<file path="config.mk">
export PLATFORM = sky130hd
export DESIGN_NAME = counter_countdown_flat
export DESIGN_NICKNAME = d
export VERILOG_FILES = /design/src/rtl/counter_countdown_if.sv /design/src/rtl/counter_countdown.sv /design/src/flat_wrapper.sv
export SDC_FILE = /design/constraint.sdc
export NUM_CORES = 1
export LEC_CHECK = 0
export CORE_UTILIZATION = 40
export DETAILED_ROUTE_END_ITERATION = 7
export PLACE_DENSITY = 0.7
export SLEW_MARGIN = 40
export SYNTH_ARGS = -nofsm -noshare
export SYNTH_HDL_FRONTEND = slang
export SYNTH_SLANG_ARGS = --single-unit
</file>
<file path="constraint.sdc">
create_clock -name clock -period 3.7 [get_ports clock]
set_input_delay 0.74 -clock clock [delete_from_list [all_inputs] [get_ports clock]]
set_output_delay 0.74 -clock clock [all_outputs]
set_load 0.1 [all_outputs]
</file>
<file path="src/rtl/counter_countdown_if.sv">
// Control/status bundle for the countdown timer: load/tick/ack inputs and
// count, terminal-count pulse, sticky irq and running status outputs.
interface counter_countdown_if #(
    parameter int WIDTH = 4
);
    logic [WIDTH-1:0] d;
    logic             load;
    logic             enable;
    logic             periodic;
    logic             ack;
    logic [WIDTH-1:0] q;
    logic             tc;
    logic             irq;
    logic             running;

    modport master (
        output d, load, enable, periodic, ack,
        input  q, tc, irq, running
    );

    modport slave (
        input  d, load, enable, periodic, ack,
        output q, tc, irq, running
    );
endinterface

</file>
<file path="src/rtl/counter_countdown.sv">
// Loadable down-counter/timer with one-shot or periodic reload, a one-cycle
// terminal-count pulse, a sticky irq flag and an optional output delay line.
module counter_countdown #(
    parameter int MAX   = 16,
    parameter int WIDTH = (MAX > 2) ? $clog2(MAX) : 1,
    parameter int DELAY = 0
) (
    input  logic               clock,
    input  logic               reset_n,
    counter_countdown_if.slave bus
);
    typedef enum logic {
        ST_IDLE = 1'b0,
        ST_RUN  = 1'b1
    } state_t;

    localparam logic [WIDTH-1:0] TOP   = WIDTH'(MAX - 1);
    localparam logic [WIDTH-1:0] ONE   = WIDTH'(1);
    localparam bit               CLAMP = (MAX != (1 << WIDTH));
    localparam int               DW    = WIDTH + 1;

    state_t           state;
    logic [WIDTH-1:0] cnt;
    logic [WIDTH-1:0] rld;
    logic [WIDTH-1:0] dv;
    logic             tc_r;
    logic             irq_r;
    logic             terminal;

    // NOTE: combinational blocks assign a default first so no path leaves dv unassigned (no latch).
    always_comb begin
        dv = bus.d;
        if (CLAMP && (bus.d > TOP)) begin
            dv = TOP;
        end
    end

    // A load on the terminal cycle wins, so the terminal event never happens.
    assign terminal = (state == ST_RUN) && bus.enable && !bus.load && (cnt == ONE);

    // NOTE: sequential state uses non-blocking assignments so every register samples pre-edge values.
    always_ff @(posedge clock or negedge reset_n) begin
        if (!reset_n) begin
            state <= ST_IDLE;
            cnt   <= '0;
            rld   <= '0;
            tc_r  <= 1'b0;
            irq_r <= 1'b0;
        end else begin
            tc_r <= terminal;

            if (terminal) begin
                irq_r <= 1'b1;
            end else if (bus.ack) begin
                irq_r <= 1'b0;
            end

            if (bus.load) begin
                cnt   <= dv;
                rld   <= dv;
                state <= (dv != '0) ? ST_RUN : ST_IDLE;
            end else if ((state == ST_RUN) && bus.enable) begin
                if (cnt == ONE) begin
                    if (bus.periodic) begin
                        cnt <= rld;
                    end else begin
                        cnt   <= '0;
                        state <= ST_IDLE;
                    end
                end else begin
                    cnt <= cnt - ONE;
                end
            end
        end
    end

    logic [DW-1:0] line_in;
    logic [DW-1:0] line_out;

    assign line_in = {tc_r, cnt};

    generate
        if (DELAY == 0) begin : g_no_delay
            assign line_out = line_in;
        end else begin : g_delay
            logic [DW-1:0] stage [DELAY];

            // NOTE: the delay stages are reset too, so q and tc read 0 straight out of reset.
            always_ff @(posedge clock or negedge reset_n) begin
                if (!reset_n) begin
                    for (int i = 0; i < DELAY; i++) begin
                        stage[i] <= '0;
                    end
                end else begin
                    stage[0] <= line_in;
                    for (int i = 1; i < DELAY; i++) begin
                        stage[i] <= stage[i-1];
                    end
                end
            end

            assign line_out = stage[DELAY-1];
        end
    endgenerate

    assign bus.q       = line_out[WIDTH-1:0];
    assign bus.tc      = line_out[WIDTH];
    assign bus.irq     = irq_r;
    assign bus.running = (state == ST_RUN);
endmodule

</file>
<file path="src/flat_wrapper.sv">
// flat-port wrapper written by rule: the top's interface ports become plain ports
module counter_countdown_flat 
#(
    parameter int MAX   = 16,
    parameter int WIDTH = (MAX > 2) ? $clog2(MAX) : 1,
    parameter int DELAY = 0
)
  (clock, reset_n, bus_d, bus_load, bus_enable, bus_periodic, bus_ack, bus_q, bus_tc, bus_irq, bus_running);
  counter_countdown_if #(.WIDTH(WIDTH)) bus_i ();
  input  logic clock;
  input  logic reset_n;
  input wire logic [$bits(bus_i.d)-1:0] bus_d;
  input wire logic [$bits(bus_i.load)-1:0] bus_load;
  input wire logic [$bits(bus_i.enable)-1:0] bus_enable;
  input wire logic [$bits(bus_i.periodic)-1:0] bus_periodic;
  input wire logic [$bits(bus_i.ack)-1:0] bus_ack;
  output wire logic [$bits(bus_i.q)-1:0] bus_q;
  output wire logic [$bits(bus_i.tc)-1:0] bus_tc;
  output wire logic [$bits(bus_i.irq)-1:0] bus_irq;
  output wire logic [$bits(bus_i.running)-1:0] bus_running;
  assign bus_i.d = bus_d;
  assign bus_i.load = bus_load;
  assign bus_i.enable = bus_enable;
  assign bus_i.periodic = bus_periodic;
  assign bus_i.ack = bus_ack;
  assign bus_q = bus_i.q;
  assign bus_tc = bus_i.tc;
  assign bus_irq = bus_i.irq;
  assign bus_running = bus_i.running;
  counter_countdown #(.MAX(MAX), .WIDTH(WIDTH), .DELAY(DELAY)) u_core (.clock(clock), .reset_n(reset_n), .bus(bus_i));
endmodule
</file>
# Word-level counts from Yosys, hierarchy flattened
# Cells that the tools add are included.
# W data, S select, Z words.
# op_classes
add_sub_neg	1
n_eq_ne	2
mux	11
n_reduce_logical	9
# op_table
cell	count
$mux W4	4
$mux W1	7
$reduce_bool A2 Y1	3
$eq A4 B1 Y1 const B	1
$reduce_bool A4 Y1	1
$sub A4 B1 Y4 const B	1
$logic_and A1 B1 Y1	3
$reduce_and A3 Y1	1
$ne A2 B2 Y1 const B	1
$logic_not A1 Y1	1
# word_totals
regBits	11
output_inout_bits	7

# Logic depth before layout (Yosys ltp)
# Gate-level depths: netlist of run 1.
# depth
ltp_word	4
depth_mapped	6

# Worst setup path after synthesis of run 1
# No wires, ideal clock.
# synth_timing
path_kind	flip-flop to flip-flop
start	reg u_core.cnt[0], in the netlist u_core.bus.q[0]
end	reg u_core.cnt[0], in the netlist u_core.bus.q[0]
arrival_time_ps	1958
t_required_ps	3574
path_slack_ps	1617
stages_incl_launch_ff	6
n_path_buf	0
period_less_slack_ps	2083
cell_sequence	dfrtp_1 -> ha_1 -> nor3b_4 -> nor3_1 -> a221oi_1 -> o21ai_1
# synth_between
elab_chain_cells	4
# synth_lines
element	line	rtl
start, declared	counter_countdown.sv:23	logic [WIDTH-1:0] cnt;
start signal, assigned	counter_countdown.sv:59	cnt <= dv;
start signal, assigned	counter_countdown.sv:65	cnt <= rld;
start signal, assigned	counter_countdown.sv:71	cnt <= cnt - ONE;
$sub A4 B1 Y4 or $eq A4 B1 Y1 (tied branches)	counter_countdown.sv:71, counter_countdown.sv:63	
$mux W4 (*)	counter_countdown.sv:63	if (cnt == ONE) begin
$mux W4 (*)	counter_countdown.sv:62	end else if ((state == ST_RUN) && bus.enable) begin
$mux W4 (*)	counter_countdown.sv:58	if (bus.load) begin
# Mark *: on every way between the ends. The rest lies on a longest branch, timed or not. The select of a mux whose other input is x is not followed.
# A chain may end at the register's enable or synchronous reset.

# Worst setup path after layout of run 1
# layout_timing
start	reg u_core.cnt[2], in the netlist u_core.bus.q[2]
end	out bus_q[2]
# layout_lines
element	line	rtl
end, declared	flat_wrapper.sv:17	output wire logic [$bits(bus_i.q)-1:0] bus_q;
# No word-level cell between the ends.

==> results of run 1 <==
## cells in the mapped netlist
cell      instances  share of area [%]
a21oi_1           1               0.88
a221oi_1          1                1.5
a311oi_1          2                3.1
and2_1            1                1.1
and3_1            1                1.1
buf_2             1               0.88
clkbuf_1          1               0.66
dfrtp_1          11                 48
ha_1              2                4.4
inv_1             8                5.3
mux2i_1           1                1.8
nand2_1           9                5.9
nand2b_1          1                1.1
nand3b_1          1                1.3
nand4b_1          1                1.5
nor2_1            4                2.6
nor3_1            1               0.88
nor3b_4           1                3.3
nor4_2            1                2.2
o21ai_0           6                5.3
o21ai_1           1               0.88
o221ai_1          1                1.5
o31ai_1           1                1.3
o32a_1            1                1.8
o41ai_1           1                1.5
## area by class of cell
cell class / count / area share (%)
sequential: 11 / 37.6
multi-input combinational: 39 / 35.0
timing repair buffer: 16 / 17.1
inverter: 8 / 4.10
clock buffer: 4 / 3.59
tap: 15 / 2.56
## kinds of logic (layout without fill, tap and decap cells)
kind of cell | after synthesis | in the layout | synth area share, %
buffers and inverters | 10 | 28 | 6.80
flip-flops | 11 | 11 | 48.2
multiplexers | 1 | 1 | 1.75
adder cells (fa/ha/maj) | 2 | 2 | 4.39
AND/OR/NAND/NOR | 21 | 21 | 21.1
AO/OA/AOI/OAI | 15 | 15 | 17.8
## cells in the final DEF, fill, tap and decap left out, types with 2 or more instances in the layout
master / instances
dfrtp_1: 11
nand2_1: 9
clkdlybuf4s50_1: 9
inv_1: 8
buf_2: 7
o21ai_0: 6
nor2_1: 4
clkbuf_4: 3
a311oi_1: 2
ha_1: 2
## state kept, by name (all words and copies together) (netlist names)
name,cells
u_core.bus.irq,1
u_core.bus.q,4
u_core.bus.running,1
u_core.bus.tc,1
u_core.rld,4
## where the power goes
part | leakage (nW) | internal (mW) | switching, mW
Sequential | 0.136 | 0.131 | 0.0123
Clock | 0.0150 | 0.0418 | 0.0416
Combinational | 0.195 | 0.0308 | 0.0807
Total | 0.346 | 0.204 | 0.135
## how the worst max path moves through the flow
| stage | to | slack [ps] |
|---|---|---|
| after floorplan | u_core.bus.q[0]$_DFFE_PN0P_ | 1620 |
| after CTS | bus_q[2] | 1720 |
| after detailed placement | u_core.bus.q[3]$_DFFE_PN0P_ | 1570 |
| final | bus_q[2] | 1730 |
| after global placement | bus_q[2] | 1340 |
| after global routing | bus_q[2] | 1680 |
## routing by layer
metal / up-vias / wire [microns] / part of all wire [%]
li1: 244 / - / -
met5: - / 0 / 0
met3: 4 / 63 / 5.5
met2: 13 / 489 / 43
met4: 0 / 24 / 2.1
met1: 209 / 564 / 49
==> metrics.md, run 1 <==
| Metric | Value |
|---|---|
| Cell Chain, Critical Path | buf_2 |
| Final worst-path setup slack | 1730 ps |
| Crit-path max cell delay | 480 ps |
| CP Max Fanout | 6 |
| P_leak | 0.346 nW |
| Final Max Tran Viols | 0 |
| Initial Util | 43.3% |
| Post-route clock period utilization | 53.2% |
| Port Buffer Count | 16 |
| Post-synthesis sequential area ratio | 48.2% |
| Diodes inserted | 0 |
| Reg-to-reg critical path endpoint | u_core.bus.q[0]$_DFFE_PN0P_ |
| GRT met3 Usage | 6.82% |
| Clock Sinks | 11 |
| Reg2reg path depth | 6 |
| Critical path arrival | 1230 ps |
| Placed Cells | 89 |
| Die Y | 39.8 microns |
| Slowest stage cell, crit path | dfrtp_1 |
| Vias post-DR | 470 |
| Antenna violations before repair | 0 |
| CP bufs+invs | 1 |
| M1 GR Usage | 23.8% |
| Flop2flop setup slack | 2120 ps |
| Final setup violation count | 0 |
| Worst skew pair latency | 270 ps |
| Hold Slack | 528 ps |
| Crit. path cell count | 1 |
| # fillers | 140 |
| First-iteration detailed-routing DRC count | 7 |
| Layout cells sized above 1 | 15.4% |
| GRT Max-Usage Layer | met2 |
| Clk buf depth | 2 |
| CTS-repair resized insts | 0 |
| Floorplan core area | 1320 sq um |
| WHS Path Cells | 2 |
| Antenna-violating nets left | 0 |
| First-pass GRT wire length | 1840 microns |
| Clock transition at path regs | 70 ps |
| VDD IR max | 210 uV |
| Max-slew headroom | 64.7% |
| Syn Inst Count | 60 |
| Max Fclk | 508 MHz |
| CTS tree | yes |
| Worst r2r src | u_core.bus.q[1]$_DFFE_PN0P_ |
| Avg Cell Area, Syn | 9.51 sq um |
| RSZ-0062 raised after global routing | no |
| GP Congestion | 0.685 |
| Multi-input gate area | 256 sq um |
| Crit-path leading delay family | flip-flops |
| DRC | 0 |
| Area growth from synthesis to layout | 28.3% |
| Overall power | 338 uW |
| Overall Global Routing Usage | 18.9% |
| Hold endpoint | u_core.rld[0]$_DFFE_PN0P_ |
| Final core utilization | 55.6% |
| Vias in the first global route | 426 |
| Initial DRT Pass Iterations | 4 |
| Gr ovfl total | 0 |
| CTS buffer count | 3 |
| Final min period | 1970 ps |
| Worst clock skew | 2.82 ps |
| Fin. Hold Viols | 0 |
| Worst Hold Class | flop to flop |
| Crit path required time | 2960 ps |
| Nets@finish | 91 |
| Cell area after placement | 706 sq um |
| Total Wirelength | 1140 microns |
| Std cell rows | 13 |
| Status | finished clean |
| Startpoint types | flop |
| WS Path Type | flop to primary output |
| Finished Cell Area | 732 sq um |
| Top-level I/O count | 17 |
| Hold Buf Count CTS | 0 |
| Worst slew pin tran | 529 ps |
| Yosys warns | 0 |
| Pwr Density | 462 nW/um^2 |
| Detail Placement HPWL | 866 microns |
| Via density | 5.05 |
| Max Cap Viol | 0 |
| Met2 GRT Util | 26.2% |
| Setup TNS | 0 ps |
| Netlist Area Pre-Place | 571 sq um |
| Seq cells post-synth | 11 |
| Largest net degree at the start of global routing | 18 |
| Post-route insts no fill | 93 |
| Post-CTS setup buffers | 0 |
| H-tree levels | 1 |
| Die Area | 1580 sq um |
| Root Buffer Master | clkbuf_4 |
| Seq. cell area | 275 sq um |
| Synthesized Nets | 72 |
| Die Wd | 39.8 microns |
| Netlist cell types | 25 |
| Setup crit end kind | primary output |
| DP Worst Slack | 1570 ps |
| Routed WL per cell | 12.3 microns |
| Crit path launch | u_core.bus.q[2]$_DFFE_PN0P_ |
| Min-delay src | u_core.rld[0]$_DFFE_PN0P_ |
Power figures use the tool's default switching activity.
==> inputs of run 2 (changes only) <==
--- a/config.mk
+++ b/config.mk
@@ -5,9 +5,9 @@
 export SDC_FILE = /design/constraint.sdc
 export NUM_CORES = 1
 export LEC_CHECK = 0
-export CORE_UTILIZATION = 40
+export CORE_UTILIZATION = 39
 export DETAILED_ROUTE_END_ITERATION = 7
-export PLACE_DENSITY = 0.7
+export PLACE_DENSITY = 0.71
 export SLEW_MARGIN = 40
 export SYNTH_ARGS = -nofsm -noshare
 export SYNTH_HDL_FRONTEND = slang
==> constraint.sdc (replaced) <==
create_clock -name clock -period 1.6 [get_ports clock]
set_input_delay 0.32 -clock clock [delete_from_list [all_inputs] [get_ports clock]]
set_output_delay 0.32 -clock clock [all_outputs]
set_load 0.1 [all_outputs]
==> run 2 against run 1 <==
Global-route usage is 0.75 points lower. Clock skew grew 1.3 ps. Sequential power grew 140%. Largest cell class unchanged. Critical endpoint is now u_core.bus.running$_DFFE_PN0P_.
==> metrics.md, run 2 (synthesis gave the netlist of run 1 again) <==
| Metric | Value |
|---|---|
| Max Fclk | 668 MHz |
| Antenna violations before repair | 0 (unchanged) |
| WS Path Type | flop to flop |
| First-pass GRT wire length | 1890 microns (+3.0%) |
| Worst Hold Class | input port to async pin |
| Port Buffer Count | 16 (unchanged) |
| Detail Placement HPWL | 875 microns (+1.1%) |
| Startpoint types | flop |
| Status | finished clean |
| Worst clock skew | 4.16 ps (+1.34 ps) |
| GP Congestion | 0.808 (+18%) |
| Largest net degree at the start of global routing | 12 (-6) |
| Worst skew pair latency | 260 ps (about the same) |
| Root Buffer Master | clkbuf_4 |
| Multi-input gate area | 269 sq um (+4.9%) |
| CTS buffer count | 3 (unchanged) |
| CTS tree | yes |
| Final Max Tran Viols | 0 (unchanged) |
| Clk buf depth | 2 (unchanged) |
| Initial Util | 42.8% (-0.53 points) |
| Overall Global Routing Usage | 18.1% (-0.75 points) |
| Diodes inserted | 0 (unchanged) |
| CP Max Fanout | 6 (unchanged) |
| Die Wd | 40.3 microns (+1.2%) |
| Area growth from synthesis to layout | 57.9% |
| Cell area after placement | 857 sq um (+21%) |
| GRT met3 Usage | 3.33% (-3.5 points) |
| Critical path arrival | 1620 ps (+390 ps) |
| Seq. cell area | 287 sq um (+4.1%) |
| Worst slew pin tran | 482 ps (-46.5 ps) |
| GRT Max-Usage Layer | met2 |
| Floorplan core area | 1330 sq um (+1.2%) |
| Vias in the first global route | 442 (+3.8%) |
| Antenna-violating nets left | 0 (unchanged) |
| Gr ovfl total | 0 (unchanged) |
| Placed Cells | 92 (+3.4%) |
| Crit path required time | 1720 ps (-1240 ps) |
| P_leak | 0.396 nW (+14%) |
| # fillers | 111 (-21%) |
| Die Y | 40.3 microns (+1.2%) |
| Setup crit end kind | flop |
| Clock transition at path regs | 70 ps (about the same) |
| VDD IR max | 462 uV (+120%) |
| DP Worst Slack | -61.9 ps (-1640 ps) |
| Via density | 5.19 (+2.8%) |
| RSZ-0062 raised after global routing | yes |
| First-iteration detailed-routing DRC count | 19 (+12) |
| Max Cap Viol | 0 (unchanged) |
| Std cell rows | 13 (unchanged) |
| Finished Cell Area | 901 sq um (+23%) |
| Initial DRT Pass Iterations | 4 (unchanged) |
| Routed WL per cell | 11.3 microns (-8.3%) |
| Final worst-path setup slack | 103 ps (-1630 ps) |
| Post-route insts no fill | 98 (+5.4%) |
| M1 GR Usage | 25.7% (+1.9 points) |
| Nets@finish | 96 (+5.5%) |
| Hold Buf Count CTS | 0 (unchanged) |
| Vias post-DR | 509 (+8.3%) |
| DRC | 0 (unchanged) |
| Top-level I/O count | 17 (unchanged) |
| Total Wirelength | 1100 microns (-3.3%) |
| H-tree levels | 1 (unchanged) |
| Met2 GRT Util | 25.8% (-0.42 points) |
| Clock Sinks | 11 (unchanged) |
| Die Area | 1620 sq um (+2.5%) |
| Final setup violation count | 0 (unchanged) |
| Hold Slack | 381 ps (-147 ps) |
| Layout cells sized above 1 | 28.9% (+14 points) |
| Final min period | 1500 ps |
| Most frequent cells in the layout | nand2_1, clkdlybuf4s50_1, inv_1, buf_12 |
| Max-slew headroom | 67.8% (+3.1 points) |
| Fin. Hold Viols | 0 (unchanged) |
| Post-route clock period utilization | 93.6% |
| Pwr Density | 957 nW/um^2 (+110%) |
run 2: per-layer routing:
layer	share of wire, %	wire [microns]	vias to the layer above
met5	0	0	-
met4	0	0	0
met3	5.6	62	0
met2	47	521	20
met1	47	520	231
li1	-	-	258
run 2: path summary, 6_finish.rpt:
kind                                             start                        endpoint  slack [ps]  cells after the start
max reg2reg                u_core.bus.q[1]$_DFFE_PN0P_  u_core.bus.running$_DFFE_PN0P_         100                      7
min reg2reg                  u_core.rld[0]$_DFFE_PN0P_       u_core.rld[0]$_DFFE_PN0P_         530                      2
max in group asynchronous                      reset_n     u_core.bus.q[1]$_DFFE_PN0P_         850                      1
min in group clock           u_core.rld[0]$_DFFE_PN0P_       u_core.rld[0]$_DFFE_PN0P_         530                      2
max                        u_core.bus.q[1]$_DFFE_PN0P_  u_core.bus.running$_DFFE_PN0P_         100                      7
min                                            reset_n       u_core.rld[3]$_DFFE_PN0P_         380                      1
run 2: through the flow:
step                utilization [%]  setup TNS (ps)  power (mW)
CTS                            66.2               0       0.863
floorplan                         -               0       0.543
finish                         67.5               0       0.862
global placement               64.3           -46.1       0.678
global route                   67.5           -79.7       0.914
detailed placement             64.3           -61.9       0.679
run 2: report_power, final:
| group | internal, mW | total, mW | switching [mW] |
|---|---|---|---|
| logic | 0.138 | 0.333 | 0.195 |
| clock network | 0.0964 | 0.181 | 0.0846 |
| registers | 0.309 | 0.348 | 0.0383 |
run 2: timing repair:
action	4_1_cts	5_1_grt
setup endpoints to repair	0	2
buffers inserted	0	2
resized for setup	0	1
run 2: final cells by class:
class / instances / share of cell area, %
clock buffer: 4 / 2.92
inverter: 8 / 3.61
multi-input combinational: 39 / 29.9
sequential: 11 / 31.8
tap: 15 / 2.08
timing repair buffer: 21 / 29.7
run 2: worst max-delay path, stage by stage (launching register included):
cell and delay [ps]:
dfrtp_4 480, inv_4 70, ha_4 120, nor3b_4 300, buf_4 170, nand3b_1 70
nand2_1 60, o21ai_0 70
